**config.mk**
```make
export PLATFORM = sky130hd
export DESIGN_NAME = mem_access_stage
export DESIGN_NICKNAME = d
export VERILOG_FILES = /design/src/rtl/mem_access_stage.sv
export SDC_FILE = /design/constraint.sdc
export NUM_CORES = 1
export LEC_CHECK = 0
export ABC_AREA = 1
export BUFFER_PORTS_ARGS = -buffer_cell sky130_fd_sc_hd__buf_4
export CELL_PAD_IN_SITES_DETAIL_PLACEMENT = 2
export CELL_PAD_IN_SITES_GLOBAL_PLACEMENT = 2
export CORE_MARGIN = 2
export CORE_UTILIZATION = 21
export CTS_BUF_LIST = sky130_fd_sc_hd__clkbuf_8
export CTS_CLUSTER_DIAMETER = 150
export DETAILED_ROUTE_END_ITERATION = 12
export PLACE_DENSITY = 0.95
export SYNTH_ARGS = -nofsm -noshare
export SYNTH_HDL_FRONTEND = slang
export SYNTH_SLANG_ARGS = --single-unit
```
**constraint.sdc**
```tcl
create_clock -name clk -period 1.7 [get_ports clk]
set_clock_uncertainty 0.05 [all_clocks]
set_input_delay 0.34 -clock clk [delete_from_list [all_inputs] [get_ports clk]]
set_output_delay 0.34 -clock clk [all_outputs]
set_load 0.03 [all_outputs]
```
**src/rtl/mem_access_stage.sv**
```systemverilog
// MEM pipeline stage with MEM/WB register: req/ack data-memory handshake,
// upstream stall, branch resolution. Optional access timeout: MEM_TIMEOUT_EN.
module mem_access_stage #(
  parameter int PC_WIDTH       = 12,
  parameter int DATA_WIDTH     = 16,
  parameter int REGADDR_WIDTH  = 3,
  parameter int TIMEOUT_CYCLES = 15
) (
  input  logic                     clk,
  input  logic                     reset_n,
  input  logic                     mem_reg_write,
  input  logic                     mem_mem_read,
  input  logic                     mem_mem_write,
  input  logic                     mem_branch,
  input  logic [PC_WIDTH-1:0]      mem_pc,
  input  logic [DATA_WIDTH-1:0]    mem_alu_result,
  input  logic [DATA_WIDTH-1:0]    mem_write_data,
  input  logic [REGADDR_WIDTH-1:0] mem_rd,
  output logic                     dmem_req,
  output logic                     dmem_we,
  output logic [DATA_WIDTH-1:0]    dmem_addr,
  output logic [DATA_WIDTH-1:0]    dmem_wdata,
  input  logic [DATA_WIDTH-1:0]    dmem_rdata,
  input  logic                     dmem_ack,
  output logic                     stall,
  output logic                     branch_taken,
  output logic [PC_WIDTH-1:0]      branch_target,
  output logic                     wb_valid,
  output logic                     wb_reg_write,
  output logic                     wb_mem_to_reg,
  output logic [DATA_WIDTH-1:0]    wb_alu_result,
  output logic [DATA_WIDTH-1:0]    wb_read_data,
  output logic [REGADDR_WIDTH-1:0] wb_rd,
  output logic                     mem_err
);

  typedef enum logic {IDLE, ACCESS} state_t;

  typedef struct packed {
    logic                     valid;
    logic                     reg_write;
    logic                     mem_to_reg;
    logic [DATA_WIDTH-1:0]    alu_result;
    logic [DATA_WIDTH-1:0]    read_data;
    logic [REGADDR_WIDTH-1:0] rd;
  } wb_t;

  state_t state_q, state_d;
  wb_t    wb_q, wb_d;
  logic   access;
  logic   stall_c;
  logic   timeout;

  assign access = mem_mem_read | mem_mem_write;

`ifdef MEM_TIMEOUT_EN
  localparam int CNT_W = ($clog2(TIMEOUT_CYCLES + 1) > 4) ? $clog2(TIMEOUT_CYCLES + 1) : 4;
  logic [CNT_W-1:0] cnt_q;
  logic             err_q;

  // Fires on the last allowed ACCESS cycle; an ack in that same cycle wins.
  assign timeout = (state_q == ACCESS) && !dmem_ack &&
                   (cnt_q == CNT_W'(TIMEOUT_CYCLES - 1));

  always_ff @(posedge clk or negedge reset_n) begin
    if (!reset_n) begin
      cnt_q <= '0;
      err_q <= 1'b0;
    end else begin
      if (state_q == IDLE)
        cnt_q <= '0;
      else if (!dmem_ack)
        cnt_q <= cnt_q + 1'b1;
      if (timeout)
        err_q <= 1'b1;
    end
  end

  assign mem_err = err_q;
`else
  assign timeout = 1'b0;
  assign mem_err = 1'b0;
`endif

  // NOTE: every variable gets a default first so no path through this block infers a latch.
  always_comb begin
    state_d = state_q;
    stall_c = 1'b0;
    wb_d    = '0;
    unique case (state_q)
      IDLE: begin
        if (access) begin
          state_d = ACCESS;
          stall_c = 1'b1;
        end else begin
          wb_d.valid      = 1'b1;
          wb_d.reg_write  = mem_reg_write;
          wb_d.alu_result = mem_alu_result;
          wb_d.rd         = mem_rd;
        end
      end
      ACCESS: begin
        if (dmem_ack) begin
          state_d         = IDLE;
          wb_d.valid      = 1'b1;
          wb_d.reg_write  = mem_reg_write;
          wb_d.mem_to_reg = mem_mem_read & ~mem_mem_write;
          wb_d.alu_result = mem_alu_result;
          wb_d.read_data  = dmem_rdata;
          wb_d.rd         = mem_rd;
        end else if (timeout) begin
          state_d         = IDLE;
          wb_d.valid      = 1'b1;
          wb_d.alu_result = mem_alu_result;
          wb_d.rd         = mem_rd;
        end else begin
          stall_c = 1'b1;
        end
      end
      default: state_d = IDLE;
    endcase
  end

  // NOTE: sequential state uses non-blocking assignments so all registers update together.
  always_ff @(posedge clk or negedge reset_n) begin
    if (!reset_n) begin
      state_q <= IDLE;
      wb_q    <= '0;
    end else begin
      state_q <= state_d;
      wb_q    <= wb_d;
    end
  end

  // Reset gates stall so upstream is released the moment reset asserts.
  assign stall         = reset_n & stall_c;
  assign dmem_req      = (state_q == ACCESS);
  assign dmem_we       = dmem_req & mem_mem_write;
  assign dmem_addr     = mem_alu_result;
  assign dmem_wdata    = mem_write_data;
  assign branch_taken  = mem_branch & (mem_alu_result == '0) & ~stall;
  assign branch_target = mem_pc;

  assign wb_valid      = wb_q.valid;
  assign wb_reg_write  = wb_q.reg_write;
  assign wb_mem_to_reg = wb_q.mem_to_reg;
  assign wb_alu_result = wb_q.alu_result;
  assign wb_read_data  = wb_q.read_data;
  assign wb_rd         = wb_q.rd;

endmodule

```
==> results.sh <==
export IMPL_num_vias=1302
export IMPL_p_clk_frac=0.340
export IMPL_initial_utilization=0.214
export IMPL_io_buffers=99
export IMPL_cts_buffers=5
export IMPL_required_ns=1.31
export IMPL_grt_overflow_total=0
export IMPL_setup_ws_ns=0.105
export IMPL_max_slew_margin=0.663
export IMPL_hold_viol=0
export IMPL_drt_wirelength_per_cell_um=13.7
export IMPL_syn_area_um2=1740
export IMPL_place_hpwl_mm=3.91
export IMPL_htreeDepth=2
export IMPL_yosysWarningCount=0
export IMPL_netlist_area_leader_share=0.561
export IMPL_dp_slack_ns=0.158
export IMPL_avgSynthCellArea_um2=9.30
export IMPL_path_max_fanout=3
export IMPL_max_vdd_ir_drop_v=0.000285
export IMPL_p_leak_nw=1.42
export IMPL_cts_tree="yes"
export IMPL_cts_buffer_depth=2
export IMPL_final_layout_size_suffix_gt1_frac=0.478
export IMPL_synth_seq_cells=39
export IMPL_final_seq_area_um2=977
export IMPL_drc=0
export IMPL_p_int_mw=1.67
export IMPL_area_growth_pct=38.1
export IMPL_finalMaxSlewViolations=0
export IMPL_power_mw=2.36
export IMPL_rrSetupSlack_ns=0.51
export IMPL_synth_cell_type_count=13
export IMPL_multi_input_area_um2=260
export IMPL_rsz0062_at_grt="false"
export IMPL_fin_crit_sh=0.938
export IMPL_antenna_found_initial=0
export IMPL_core_area_um2=8130
export IMPL_nFillCells=927
export IMPL_grt_max_degree=40
export IMPL_grt_usage=0.106
export IMPL_ant_nets=0
export IMPL_powerDensity_nw_per_um2=981
export IMPL_power_frac_comb=0.231
export IMPL_synth_nets=257
export IMPL_status="completed"
export IMPL_worstReg2RegEnd="wb_alu_result[14]"
export IMPL_grt_pass1_vias=1414
export IMPL_row_count=33
export IMPL_pin_count=157
export IMPL_cp_arrival_ns=1.21
export IMPL_drtIter0Drc=9
export IMPL_grt_first_pass_wirelength_mm=7.10
export IMPL_fin_nets=318
export IMPL_setup_worst_path_class="reg -> out"
export IMPL_clockRootBuffer="clkbuf_8"
export IMPL_start_kind="flop"
export IMPL_fin_area_um2=2400
export IMPL_die_w_um=95.0
export IMPL_clkTransAtPathRegs_ns=0.08
export IMPL_finalSetupTns_ns=0
export IMPL_finalCriticalPeriod_ns=1.60
export IMPL_tightestPinTransition_ns=0.506
export IMPL_whs_ns=0.0805
export IMPL_max_freq_mhz=627
export IMPL_yosysTopAreaCell="dfrtp_1"
export IMPL_swShare=0.292
export IMPL_endpoint_kind="primary output"
export IMPL_yosysSeqAreaShare=0.561
export IMPL_hold_class="in -> async"
export IMPL_die_area_um2=9030
export IMPL_seqPwrFrac=0.430
export IMPL_place_area_um2=2270
export IMPL_p_switching_mw=0.688
export IMPL_drv_cap=0
export IMPL_gp_congestion=0.603
export IMPL_viasPerCell=3.68
export IMPL_diodes=0
export IMPL_clk_latency_ns=0.28
export IMPL_holdBufCountCts=0
export IMPL_die_y_um=95.0
export IMPL_reg2reg_depth=5
export IMPL_synth_cells=187
export IMPL_r2r_start="dmem_req"
export IMPL_drt_first_pass_iters=4
export IMPL_final_setup_viol_count=0
export IMPL_ys_top_cells_by_area="dfrtp_1, buf_4, nor2_1"
export IMPL_cts_sinks=39
export IMPL_routed_wl_mm=4.85
[worst max-delay path by stage]
stage / slack [ns] / to / start / depth (start not counted)
6_report: 0.10 / branch_taken / dmem_req / 6
3_3_place_gp: 0.17 / branch_taken / mem_alu_result[4] / 7
3_5_place_dp: 0.16 / branch_taken / mem_alu_result[6] / 7
4_1_cts: 0.01 / branch_taken / dmem_req / 6
2_1_floorplan: 0.09 / branch_taken / dmem_req / 5
5_1_grt: 0.01 / branch_taken / dmem_req / 6
[metal layers]
| metal | wire [um] | vias up | track usage |
|---|---|---|---|
| li1 | - | 595 | - |
| met4 | 94 | 0 | 0.0362 |
| met5 | 0 | - | 0 |
| met3 | 494 | 16 | 0.0431 |
| met1 | 1640 | 614 | 0.104 |
| met2 | 2620 | 77 | 0.202 |
[power by group through the flow]
stage,Clock [mW],Sequential (mW),Combinational (mW)
finish,0.801,1.01,0.544
global route,0.886,1.02,0.590
CTS,0.840,1.01,0.551
detailed placement,0,1.03,0.550
global placement,0,1.03,0.533
floorplan,0,1.16,0.297
[layout make-up]
cell class / count / share of cell area
Sequential cell: 39 / 0.407
Inverter: 40 / 0.0625
Clock inverter: 2 / 0.0146
Clock buffer: 6 / 0.0344
Timing Repair Buffer: 102 / 0.319
Tap cell: 105 / 0.0547
Multi-Input combinational cell: 60 / 0.108
[cell families after synthesis]
group / share of synthesized area
flip-flops: 0.561
AND/OR/NAND/NOR: 0.140
buffers and inverters: 0.296
other: 0.00216
[worst max-delay path, stage by stage (launching register included)]
cell and delay [ns]:
dfrtp_2 0.44, inv_2 0.06, nand2_2 0.06, nand2_4 0.09, nor2_4 0.04, nor2_2 0.07
buf_4 0.16
[cell usage after synthesis]
| master | instances |
|---|---|
| buf_2 | 1 |
| inv_2 | 1 |
| buf_6 | 2 |
| dfrtp_1 | 39 |
| nand2_4 | 2 |
| nor3b_1 | 1 |
| nor2_2 | 1 |
| conb_1 | 1 |
| buf_4 | 45 |
| nand3_1 | 1 |
| nand2_1 | 7 |
| inv_1 | 39 |
| nor2_1 | 47 |
[placed cells by master (no fill, tap or decap), drive strengths merged]
cell / count
nand3: 1
nand2: 9
bufinv: 1
inv: 40
clkbuf: 6
clkinv: 1
buf: 102
conb: 1
nor2: 48
nor3b: 1
dfrtp: 39
[through the flow]
| step | instances | utilization |
|---|---|---|
| 2_1_floorplan | 187 | - |
| 3_3_place_gp | 345 | 0.279 |
| 3_5_place_dp | 345 | 0.279 |
| 4_1_cts | 353 | 0.293 |
| 5_1_grt | 354 | 0.295 |
| 6_report | 354 | 0.295 |
[timing repair]
action / in CTS / in global routing
setup endpoints to repair: 0 / 2
setup buffers: 0 / 1
resized for setup: 0 / 4
(Power assumes the default switching activity.)
